==> src/rtl/io_6s46_pkg.sv <==
// Shared constants for the 6S46 I/O segment: register addresses, timer factor taps, default clock.
package io_6s46_pkg;

  localparam int unsigned ADDR_W   = 12;
  localparam int unsigned DATA_W   = 4;
  localparam int unsigned TM_W     = 8;
  localparam int unsigned NUM_FACT = 4;

  localparam int unsigned DEFAULT_CLK_HZ = 32768;

  localparam logic [ADDR_W-1:0] IO_IT    = 12'hF00;
  localparam logic [ADDR_W-1:0] IO_IK0   = 12'hF04;
  localparam logic [ADDR_W-1:0] IO_EIT   = 12'hF10;
  localparam logic [ADDR_W-1:0] IO_EIK0  = 12'hF14;
  localparam logic [ADDR_W-1:0] IO_TM_LO = 12'hF20;
  localparam logic [ADDR_W-1:0] IO_TM_HI = 12'hF21;
  localparam logic [ADDR_W-1:0] IO_K0    = 12'hF40;
  localparam logic [ADDR_W-1:0] IO_TMRST = 12'hF76;

  // TM bit whose falling edge raises each IT factor
  localparam int unsigned TM_BIT_32HZ = 2;
  localparam int unsigned TM_BIT_8HZ  = 4;
  localparam int unsigned TM_BIT_2HZ  = 6;
  localparam int unsigned TM_BIT_1HZ  = 7;

  // Position of each factor inside IT
  localparam int unsigned IT_BIT_32HZ = 0;
  localparam int unsigned IT_BIT_8HZ  = 1;
  localparam int unsigned IT_BIT_2HZ  = 2;
  localparam int unsigned IT_BIT_1HZ  = 3;

  // Factor-set vector for a TM transition old -> new (1 where a tap bit falls)
  function automatic logic [NUM_FACT-1:0] fact_fall(input logic [TM_W-1:0] tm_old,
                                                    input logic [TM_W-1:0] tm_new);
    logic [NUM_FACT-1:0] f;
    f              = '0;
    f[IT_BIT_32HZ] = tm_old[TM_BIT_32HZ] & ~tm_new[TM_BIT_32HZ];
    f[IT_BIT_8HZ]  = tm_old[TM_BIT_8HZ]  & ~tm_new[TM_BIT_8HZ];
    f[IT_BIT_2HZ]  = tm_old[TM_BIT_2HZ]  & ~tm_new[TM_BIT_2HZ];
    f[IT_BIT_1HZ]  = tm_old[TM_BIT_1HZ]  & ~tm_new[TM_BIT_1HZ];
    return f;
  endfunction

endpackage

==> src/rtl/io_interrupt_responder_clock_timer.sv <==
// clock_timer_6s46: tick divider, 8-bit TM counter with clear, and factor-set pulses
// derived from TM tap bits falling (including falls caused by a clear).
module clock_timer_6s46
  import io_6s46_pkg::*;
#(
  parameter int unsigned TICK_DIV = DEFAULT_CLK_HZ / 256
) (
  input  logic                clk,
  input  logic                reset,
  input  logic                i_clr,
  output logic [TM_W-1:0]     o_tm,
  output logic [NUM_FACT-1:0] o_set_c
);

  localparam int unsigned DIV_W = (TICK_DIV > 1) ? $clog2(TICK_DIV) : 1;
  localparam logic [DIV_W-1:0] DIV_LAST = DIV_W'(TICK_DIV - 1);

  logic [DIV_W-1:0] r_div;
  logic [TM_W-1:0]  r_tm;
  logic [DIV_W-1:0] w_div_next;
  logic [TM_W-1:0]  w_tm_next;

  // Next divider/TM value; clear has priority over a tick
  always_comb begin
    w_div_next = r_div + DIV_W'(1);
    w_tm_next  = r_tm;
    if (i_clr) begin
      w_div_next = '0;
      w_tm_next  = '0;
    end else if (r_div == DIV_LAST) begin
      w_div_next = '0;
      w_tm_next  = r_tm + TM_W'(1);
    end
  end

  // Divider and TM state
  always_ff @(posedge clk) begin
    if (reset) begin
      r_div <= '0;
      r_tm  <= '0;
    end else begin
      r_div <= w_div_next;
      r_tm  <= w_tm_next;
    end
  end

  assign o_tm    = r_tm;
  assign o_set_c = fact_fall(r_tm, w_tm_next);

endmodule

==> src/rtl/io_interrupt_responder.sv <==
// io_interrupt_responder: 6S46 I/O segment (0xF00-0xFFF) bus responder with clock timer,
// IT/EIT interrupt registers, K0 input port and the core's level interrupt request.
// Optional macro IO_K0_INTERRUPT_EN enables K0 falling-edge interrupts (IK0/EIK0).
module io_interrupt_responder
  import io_6s46_pkg::*;
#(
  parameter int unsigned CLK_HZ   = DEFAULT_CLK_HZ,
  parameter int unsigned TICK_DIV = CLK_HZ / 256
) (
  input  logic              clk,
  input  logic              reset,
  input  logic [ADDR_W-1:0] memory_addr,
  input  logic              memory_write_en,
  input  logic [DATA_W-1:0] memory_write_data,
  output logic [DATA_W-1:0] memory_read_data,
  output logic              io_read_hit,
  input  logic [3:0]        k0_in,
  output logic              interrupt_req
);

  logic                w_sel;
  logic                w_rd;
  logic                w_wr;
  logic                w_clr;
  logic [TM_W-1:0]     w_tm;
  logic [NUM_FACT-1:0] w_set;
  logic [DATA_W-1:0]   w_rd_val;
  logic [DATA_W-1:0]   w_ik0_rd;
  logic [DATA_W-1:0]   w_eik0_rd;
  logic                w_k0_irq;
  logic                w_irq_c;

  logic [NUM_FACT-1:0] r_it;
  logic [NUM_FACT-1:0] r_eit;
  logic [3:0]          r_k0_s1;
  logic [3:0]          r_k0_s2;

  assign w_sel = (memory_addr[11:8] == 4'hF);
  assign w_rd  = w_sel & ~memory_write_en;
  assign w_wr  = w_sel &  memory_write_en;
  assign w_clr = w_wr & (memory_addr == IO_TMRST) & memory_write_data[1];

  clock_timer_6s46 #(
    .TICK_DIV (TICK_DIV)
  ) u_timer (
    .clk     (clk),
    .reset   (reset),
    .i_clr   (w_clr),
    .o_tm    (w_tm),
    .o_set_c (w_set)
  );

  // Read mux; unmapped and write-only addresses return 0
  always_comb begin
    w_rd_val = '0;
    case (memory_addr)
      IO_IT:    w_rd_val = r_it;
      IO_IK0:   w_rd_val = w_ik0_rd;
      IO_EIT:   w_rd_val = r_eit;
      IO_EIK0:  w_rd_val = w_eik0_rd;
      IO_TM_LO: w_rd_val = w_tm[3:0];
      IO_TM_HI: w_rd_val = w_tm[7:4];
      IO_K0:    w_rd_val = r_k0_s2;
      default:  w_rd_val = '0;
    endcase
  end

  // Bus read port, IT read-clear with set priority, EIT mask and K0 synchroniser
  always_ff @(posedge clk) begin
    if (reset) begin
      memory_read_data <= '0;
      io_read_hit      <= 1'b0;
      r_it             <= '0;
      r_eit            <= '0;
      r_k0_s1          <= 4'hF;
      r_k0_s2          <= 4'hF;
    end else begin
      io_read_hit <= w_rd;
      if (w_rd) begin
        memory_read_data <= w_rd_val;
      end
      r_it <= ((w_rd && (memory_addr == IO_IT)) ? '0 : r_it) | w_set;
      if (w_wr && (memory_addr == IO_EIT)) begin
        r_eit <= memory_write_data;
      end
      r_k0_s1 <= k0_in;
      r_k0_s2 <= r_k0_s1;
    end
  end

`ifdef IO_K0_INTERRUPT_EN
  logic [3:0] r_k0_d;
  logic       r_ik0;
  logic       r_eik0;
  logic       w_k0_fall;

  assign w_k0_fall = |(r_k0_d & ~r_k0_s2);

  // K0 falling-edge factor (read-clear, set wins) and its mask
  always_ff @(posedge clk) begin
    if (reset) begin
      r_k0_d <= 4'hF;
      r_ik0  <= 1'b0;
      r_eik0 <= 1'b0;
    end else begin
      r_k0_d <= r_k0_s2;
      r_ik0  <= ((w_rd && (memory_addr == IO_IK0)) ? 1'b0 : r_ik0) | w_k0_fall;
      if (w_wr && (memory_addr == IO_EIK0)) begin
        r_eik0 <= memory_write_data[0];
      end
    end
  end

  assign w_ik0_rd  = {3'b000, r_ik0};
  assign w_eik0_rd = {3'b000, r_eik0};
  assign w_k0_irq  = r_ik0 & r_eik0;
`else
  assign w_ik0_rd  = '0;
  assign w_eik0_rd = '0;
  assign w_k0_irq  = 1'b0;
`endif

  assign w_irq_c = (|(r_it & r_eit)) | w_k0_irq;

  // Registered level interrupt request
  always_ff @(posedge clk) begin
    if (reset) begin
      interrupt_req <= 1'b0;
    end else begin
      interrupt_req <= w_irq_c;
    end
  end

endmodule

==> config.mk <==
export PLATFORM = sky130hd
export DESIGN_NAME = io_interrupt_responder
export DESIGN_NICKNAME = d
export VERILOG_FILES = /design/src/rtl/io_6s46_pkg.sv /design/src/rtl/io_interrupt_responder_clock_timer.sv /design/src/rtl/io_interrupt_responder.sv
export SDC_FILE = /design/constraint.sdc
export NUM_CORES = 1
export LEC_CHECK = 0
export BUFFER_PORTS_ARGS = -buffer_cell sky130_fd_sc_hd__clkbuf_2
export CAP_MARGIN = 20
export CORE_ASPECT_RATIO = 2
export CORE_UTILIZATION = 49
export DETAILED_ROUTE_END_ITERATION = 6
export GPL_ROUTABILITY_DRIVEN = 1
export GPL_TIMING_DRIVEN = 0
export PLACE_DENSITY = 0.84
export REMOVE_ABC_BUFFERS = 1
export SLEW_MARGIN = 5
export SYNTH_ARGS = -nofsm -noshare
export SYNTH_HDL_FRONTEND = slang
export SYNTH_SLANG_ARGS = --single-unit
==> constraint.sdc <==
create_clock -name clk -period 1.55 [get_ports clk]
set_input_delay 0.155 -clock clk [delete_from_list [all_inputs] [get_ports clk]]
set_output_delay 0.155 -clock clk [all_outputs]
set_load 0.01 [all_outputs]
Word-level counts from Yosys, hierarchy flattened
Index checks and enable logic that the tools add are counted.
Word-level totals
  register bits: 37
  output and inout port bits: 6
  word-level logic and storage cells: 44
Operators by class
  $add $sub $neg: 2
  equal/unequal tests: 8
  muxes and demuxes: 4
  bitwise operators: 15
  reduce and logical (&&, ||, !) cells: 5
Operators with widths (number)
  12-bit == test (second input constant): 6
  4-bit case mux with 5 select lines: 1
  8-bit 2-to-1 mux: 2
  8-bit by 1-bit adder with 8-bit output (second input constant): 1
  1-bit bitwise AND: 8
  7-bit by 1-bit adder with 7-bit output (second input constant): 1
  7-bit == test (second input constant): 1
  1-bit inverter: 5
  4-bit bitwise AND: 1
  4-bit == test (second input constant): 1
  4-bit 2-to-1 mux: 1
  4-bit OR: 1
  4-bit OR reduction: 1
  3-bit OR reduction: 1
  1-bit logical AND: 2
  2-bit OR reduction: 1

Depth between registers and ports, before layout
Gate-level depths: netlist of the first run.
  depth in word-level cells: 8
  mapped depth: 6
  gate-level depth less buffers: 5

Modules after synthesis
From an unflattened synthesis of the first run, not the netlist that was laid out.
Unflattened totals
  cell total of the unflattened synthesis: 188
  area total of the unflattened synthesis: 1726.7 sq um
By module, submodules not included
  io_interrupt_responder: times used 1, cells an instance 100, area each 965.9 sq um, seq. area each 440.4 sq um
  clock_timer_6s46: times used 1, cells an instance 88, area each 760.7 sq um, seq. area each 300.3 sq um

Least setup slack after synthesis of the first run
OpenSTA, ideal clock, no wires.
  kind: reg-to-reg
  start point: register u_timer.r_div[0]
  end point: register u_timer.r_tm[4], in the netlist u_timer.o_tm[4]
  setup time: 117 ps
  arrival time: 1397 ps
  required time: 1433 ps
  setup slack: 35 ps
  cell stages (with the launch flop): 7
  clock period less this slack: 1515 ps
  path through: dfxtp_1 > ha_1 > nand3_1 > clkbuf_1 > nor4_1 > xnor2_1 > nor2_1
On the way
  longest elaborated chain between the ends: 3
RTL lines
  from (decl): line io_interrupt_responder_clock_timer.sv:18  | logic [DIV_W-1:0] r_div;
  from (signal assigned): line io_interrupt_responder_clock_timer.sv:42  | r_div <= w_div_next;
  7-bit == test: line io_interrupt_responder_clock_timer.sv:30  | end else if (r_div == DIV_LAST) begin
  8-bit 2-to-1 mux: line io_interrupt_responder_clock_timer.sv:30
  8-bit 2-to-1 mux: line io_interrupt_responder_clock_timer.sv:27  | if (i_clr) begin
  to (signal assigned): line io_interrupt_responder_clock_timer.sv:43  | r_tm <= w_tm_next;
  to (decl): line io_interrupt_responder_clock_timer.sv:19  | logic [TM_W-1:0] r_tm;
No other way between the ends.
A chain may end at the register's enable or synchronous reset.

Final worst setup path of the first run
  start point: input memory_addr[0]
  end point: register u_timer.r_div[6]
On the way
  longest elaborated chain between the ends: 4
RTL lines
  from (decl): line io_interrupt_responder.sv:12  | input logic [ADDR_W-1:0] memory_addr,
  12-bit == test: line io_interrupt_responder.sv:41  | assign w_clr = w_wr & (memory_addr == IO_TMRST) & memory_write_data[1];
  1-bit bitwise AND (2 in a row): line io_interrupt_responder.sv:41
  3-bit OR reduction (no source line)
No other way between the ends.

==> results.txt, run 1 <==
Run status -> finished with violations
Failing checks -> DRC
Post-synth EDFFs -> 0
Area of the multi-input gates -> 978 µm²
Final hold violation count -> 0
Pwr Density -> 943 nW/µm²
Final Cycle Share -> 0.960
Clk buf depth -> 2
Antenna Cells -> 0
Routed WL per cell -> 16.1 µm
Reg clk slew, reported paths -> 70 ps
Nets@finish -> 244
Most used DFF post-synth -> dfxtp_1
Mapped Cells -> 188
Area growth syn-to-layout -> 22.5%
# setup viols final -> 0
CTS buffer count -> 5
Syn Area/Cell -> 8.92 µm²
Cell taking the most area after synthesis -> dfxtp_1
# clock sinks -> 37
# fillers -> 276
Total GRT Usage -> 0.227
Synth Register Bits -> 37
Mapped Area -> 1680 µm²
Power Total -> 1.94 mW
Hpwl dp -> 2800 µm
Pleak -> 0.779 nW
GRT overflow -> 0
Main area contributors after synthesis -> dfxtp_1 (44%), nor2_1 (5.6%), xnor2_1 (4.7%)
IO Count -> 29
H-tree depth -> 2
Required time worst endpoint -> 1720 ps
Max-cap violations -> 0
Skew final -> 8.63 ps
Arrival @ worst endpoint -> 1660 ps
Cts-stage hold buffer count -> 0
Async SR Flop Fraction -> 0
Vias in the first global route -> 1459
Core Area -> 3230 µm²
Startpoint Class -> input pin
Initial antenna violation count -> 0
Insertion delay to the later sink of the worst-skew pair -> 300 ps
Clock Tree Root -> clkbuf_8
IO buf count -> 28
First-pass GRT wire length -> 6130 µm
Area share of the largest cell type after synthesis -> 0.442
First DRT Iteration DRCs -> 67
Seq/Total Area, Yosys -> 0.442
Peak supply drop -> 1.56 mV
HP Class -> in -> reg
Slew Limit Fails -> 0
Avg Vias per Cell -> 6.16
Row cnt -> 29
Hold Crit Depth -> 2
Die area -> 3670 µm²
DR pass1 iterations -> 7
Setup TNS -> 0 ps
Worst-path fanout max -> 7
Register Area -> 743 µm²
Max Fclk -> 0.672 GHz
Most common cell in the netlist -> dfxtp_1
GPL Wtd Cong -> 0.868
Max-slew headroom -> 0.566
Largest net degree at the start of global routing -> 24
CP Class -> in -> reg
Post-DRT Antenna Nets -> 0
Share of post-route cells with drive strength above 1 -> 0.241
Synth warn -> 0
Slew of the pin with the lowest slew margin -> 642 ps
Post-route minimum period -> 1490 ps
Yosys cell types -> 40
Die Y -> 84.7 µm
Reg2reg path depth -> 4
CP Capture Type -> flip-flop
Via count -> 1546
Drc violations -> 10
Initial core utilization -> 0.519
CTS tree -> yes
Total Wirelength -> 4040 µm
Post-synth top cells -> dfxtp_1 (37), nor2_1 (25), nand2_1 (10)
Die Span X -> 43.4 µm
==> state kept, by name, indices dropped and copies added (netlist names) <==
register / count
memory_read_data: 4
interrupt_req: 1
io_read_hit: 1
r_k0_s1: 4
u_timer.o_tm: 8
r_k0_s2: 4
r_eit: 4
u_timer.r_div: 7
r_it: 4
==> stage by stage <==
stage                     hold slack [ps]   util  std cells  area (µm²)  setup WS (ps)
final                                36.6  0.636        251        2050           61.4
after CTS                            33.3  0.623        251        2010           60.1
after global routing                 37.4  0.636        251        2050          -16.9
after detailed placement              335  0.567        241        1830           -684
after global placement                333  0.567        241        1830           -668
after floorplan                       224      -        182        1650           -197
==> critical path, cell delays in order <==
cell and delay (ps):
clkbuf_2 100, or4b_1 620, o41ai_4 380, buf_4 200, buf_4 150, a21oi_1 50
==> power by group <==
group | internal [mW] | switching [mW] | total [mW]
sequential | 0.968 | 0.00863 | 0.977
combinational | 0.0537 | 0.0718 | 0.126
clock | 0.481 | 0.353 | 0.835
==> timing repair <==
| item | CTS | global route |
|---|---|---|
| pin swaps | 1 | 3 |
| setup endpoints to repair | 18 | 6 |
| setup buffers | 2 | 0 |
| endpoints found under the hold margin | 0 | 0 |
| gates resized for setup | 7 | 7 |
==> routing by layer <==
metal	wire, µm	GRT usage	share of wire
met2	2210	0.426	0.55
met1	1330	0.189	0.33
met4	270	0.170	0.067
met5	0	0	0
met3	225	0.0538	0.056
==> final timing paths <==
kind	from	end	slack (ps)
min reg2reg	r_k0_s1[1]$_SDFF_PP1_	r_k0_s2[1]$_SDFF_PP1_	400
max	memory_addr[0]	u_timer.r_div[6]$_SDFF_PP0_	60
min	k0_in[0]	r_k0_s1[0]$_SDFF_PP1_	40
max reg2reg	u_timer.r_div[0]$_SDFF_PP0_	u_timer.r_div[6]$_SDFF_PP0_	80
==> kinds of logic (layout without fill, tap and decap cells) <==
logic type	after synthesis	count (layout)	synth area share
compound gates	30	30	0.116
xor+xnor	11	11	0.0575
fa+ha+maj	2	2	0.0149
buf+inv	12	44	0.0276
flops	37	37	0.442
mux	6	6	0.0358
simple gates	90	90	0.307
==> cell usage in the layout, fill, tap and decap left out, types with 2 or more instances in the layout <==
| master | netlist | routed |
|---|---|---|
| nand4_1 | 4 | 4 |
| or2_1 | 8 | 8 |
| inv_1 | 6 | 6 |
| xnor2_1 | 9 | 9 |
| buf_4 | 0 | 2 |
| clkbuf_2 | 0 | 28 |
| nand2_1 | 10 | 10 |
| nor4_4 | 1 | 5 |
| nor4_2 | 2 | 2 |
| nor4_1 | 7 | 3 |
| o21ai_1 | 4 | 4 |
| ha_1 | 2 | 2 |
| nor3_1 | 5 | 5 |
| clkbuf_8 | 0 | 5 |
| nand3_1 | 6 | 4 |
| mux2i_1 | 6 | 6 |
| and2_1 | 3 | 3 |
| xor2_1 | 2 | 2 |
| a22oi_1 | 3 | 3 |
| a21oi_1 | 9 | 9 |
| a221oi_1 | 3 | 3 |
| a211oi_1 | 2 | 2 |
| o21ai_0 | 5 | 5 |
| dfxtp_2 | 0 | 2 |
| dfxtp_1 | 37 | 35 |
| nor2_1 | 25 | 25 |
| or2_2 | 2 | 2 |
| nand3b_1 | 7 | 7 |
==> final cells by class <==
cell class / instances / share of cell area
inverter: 6 / 0.0110
clock buffer: 5 / 0.0335
clock inverter: 3 / 0.0225
timing repair buffer: 30 / 0.0756
tap: 31 / 0.0189
multi-input combinational: 139 / 0.477
sequential: 37 / 0.362
No activity file was read; power rests on OpenSTA's default activity.
==> inputs of run 2 (changes only) <==
--- a/config.mk
+++ b/config.mk
@@ -12,9 +12,11 @@
 export DETAILED_ROUTE_END_ITERATION = 6
 export GPL_ROUTABILITY_DRIVEN = 1
 export GPL_TIMING_DRIVEN = 0
-export PLACE_DENSITY = 0.84
+export PLACE_DENSITY = 0.79
 export REMOVE_ABC_BUFFERS = 1
 export SLEW_MARGIN = 5
 export SYNTH_ARGS = -nofsm -noshare
 export SYNTH_HDL_FRONTEND = slang
+export SYNTH_HIERARCHICAL = 1
 export SYNTH_SLANG_ARGS = --single-unit
+export TNS_END_PERCENT = 10
==> results.txt, run 2 <==
Most used DFF post-synth -> dfxtp_1
Post-route minimum period -> 1560 ps
Max-cap violations -> 0
Die Y -> 86.0 µm
Failing checks -> DRC, setup timing
DR pass1 iterations -> 7
Post-DRT Antenna Nets -> 0
Synth warn -> 6
Clk buf depth -> 2
Cell taking the most area after synthesis -> dfxtp_1
Pleak -> 0.863 nW
# fillers -> 284
Worst-path fanout max -> 9
Slew Limit Fails -> 0
IO Count -> 29
Reg clk slew, reported paths -> 70 ps
Worst hold slack -> 46.1 ps
Skew final -> 9.72 ps
Critical R2R Launch -> u_timer/r_div[0]$_SDFF_PP0_
Simple-gate share of the synthesized area -> 0.289
Mapped Cells -> 188
Main combinational cell family by area after synthesis -> simple AND/OR/NAND/NOR gates
Post-Synth Adder-Cell Area -> 0.0145
Post-synth top cells -> dfxtp_1 (37), nor2_1 (21), a21oi_1 (12)
CTS tree -> yes
Insertion delay to the later sink of the worst-skew pair -> 290 ps
Yosys cell types -> 40
Syn Area/Cell -> 9.18 µm²
Final Cycle Share -> 1.00
Vias in the first global route -> 1440
Initial antenna violation count -> 0
CTS buffer count -> 5
Worst Setup SP -> u_timer/r_div[0]$_SDFF_PP0_
Required time worst endpoint -> 1790 ps
Peak supply drop -> 0.772 mV
Seq/Total Area, Yosys -> 0.429
Area share of the largest cell type after synthesis -> 0.429
Mapped Area -> 1730 µm²
PnR worst setup slack -> -5.91 ps
Arrival @ worst endpoint -> 1800 ps
Via count -> 1552
GRT overflow -> 0
Post-synthesis compound-gate area fraction -> 0.174
RSZ-0062 raised after global routing -> true
Pwr Density -> 916 nW/µm²
Power Total -> 1.95 mW
Total Wirelength -> 3880 µm
Antenna Cells -> 0
Core Area -> 3380 µm²
Die area -> 3780 µm²
# setup viols final -> 2
H-tree depth -> 2
CP Class -> reg -> reg
Main area contributors after synthesis -> dfxtp_1 (43%), mux2i_1 (4.6%), nor2_1 (4.6%)
Max reg flops -> 8
Synth Register Bits -> 37
Max-slew headroom -> 0.447
Total GRT Usage -> 0.223
Clock power frac -> 0.438
Async SR Flop Fraction -> 0
Hpwl dp -> 2710 µm
Initial core utilization -> 0.511
Drc violations -> 1
First-pass GRT wire length -> 6150 µm
Post-synth EDFFs -> 0
Hold path start -> k0_in[3]
Routed WL per cell -> 15.2 µm
Row cnt -> 30
GPL Wtd Cong -> 0.800
HP Class -> in -> reg
Slew of the pin with the lowest slew margin -> 819 ps
Post-synthesis xor/xnor area fraction -> 0.0152
Final hold violation count -> 0
Reg2reg path depth -> 6
Max Fclk -> 0.643 GHz
Cell internal pwr -> 1.54 mW
Largest net degree at the start of global routing -> 26
IO buf count -> 28
Sequential Power Share -> 0.498
Area growth syn-to-layout -> 23.5%
Sw power -> 408 µW
Run status -> finished with violations
Nets@finish -> 247
Clock Tree Root -> clkbuf_8
Gate power share -> 0.064
Die Span X -> 44.0 µm
Most frequent cells in the layout -> dfxtp_1 (32), clkbuf_2 (28), nor2_1 (21), a21oi_1 (11), or2_2 (9)
Hold Crit Depth -> 2
First DRT Iteration DRCs -> 37
Avg Vias per Cell -> 6.09
CP Capture Type -> flip-flop
Startpoint Class -> flip-flop
Mux contribution to synthesized area -> 0.0464
Most common cell in the netlist -> dfxtp_1
Share of post-route cells with drive strength above 1 -> 0.318
Commonest non-fill, non-tap cell in the layout -> dfxtp_1
# clock sinks -> 37
Sw Ratio -> 0.209
==> run 2: changes by cell type after synthesis, moves of 4 or more <==
cell / delta
nor2_1: -4
nand3b_1: -6
or2_1: -8
or3_1: +4
o21a_1: +4
a22o_1: +8
nor4_1: -6
xnor2_1: -8
or2_2: +7
==> run 2: metrics by stage <==
stage	util	setup TNS [ps]	cells	area (µm²)	setup WS, ps
2_1_floorplan	-	-769	180	1690	-309
3_3_place_gp	0.553	-8650	240	1870	-619
3_5_place_dp	0.553	-8870	240	1870	-615
4_1_cts	0.607	-56.4	251	2050	-56.4
5_1_grt	0.631	-344	255	2130	-97.3
6_report	0.631	-9.68	255	2130	-5.91
==> run 2: what timing repair did <==
action                                  4_1_cts  5_1_grt
gates resized for setup                      11       13
pin swaps                                     6        6
hold buffers                                  0        0
endpoints found under the setup margin       19       10
cloned                                        0        0
buffers inserted                              3        4
==> run 2: critical path: stages (launching register included) <==
cell and delay, ps:
dfxtp_4 370, ha_4 140, nand4_1 100, buf_6 170, buf_6 130, or4_4 480, a21oi_2 110
==> run 2: cells by family (layout without fill, tap and decap cells) <==
family,count (synthesis),in the layout
and+or+nand+nor,81,81
AOI/OAI and AO/OA,45,45
DFF,37,37
buffers and inverters,12,47
muxes,8,8
xor gates and xnor gates,3,3
adders and majority gates,2,2
==> run 2: final timing paths <==
check                            endpoint  slack (ps)
max          u_timer/o_tm[3]$_SDFFE_PP0N_          -6
min                 r_k0_s1[3]$_SDFF_PP1_          50
max reg2reg  u_timer/o_tm[3]$_SDFFE_PP0N_          -6
min reg2reg         r_k0_s2[3]$_SDFF_PP1_         400
==> run 2: power groups by stage <==
| stage | Sequential (mW) | Clock, mW | Combinational, mW |
|---|---|---|---|
| finish | 0.974 | 0.855 | 0.124 |
| global route | 0.975 | 0.905 | 0.140 |
| CTS | 0.977 | 0.865 | 0.122 |
| detailed placement | 0.996 | 0 | 0.117 |
| global placement | 0.996 | 0 | 0.117 |
| floorplan | 0.994 | 0 | 0.0570 |
==> run 2: cell type report <==
| type | count | area (µm²) | share of cell area |
|---|---|---|---|
| clock buffers | 7 | 86.3 | 0.0405 |
| clock inverters | 1 | 30.0 | 0.0141 |
| inverters | 4 | 15.0 | 0.00704 |
| multi-input cells | 139 | 1010 | 0.472 |
| flip-flops and latches | 37 | 754 | 0.354 |
| well taps | 32 | 40.0 | 0.0188 |
| repair buffers | 35 | 200 | 0.0939 |
==> run 2: routing by layer <==
layer	GRT usage	up-vias	wire length [µm]
met5	0	-	0
met4	0.143	0	163
met3	0.0526	16	173
met2	0.402	50	2130
met1	0.214	720	1410
li1	-	766	-
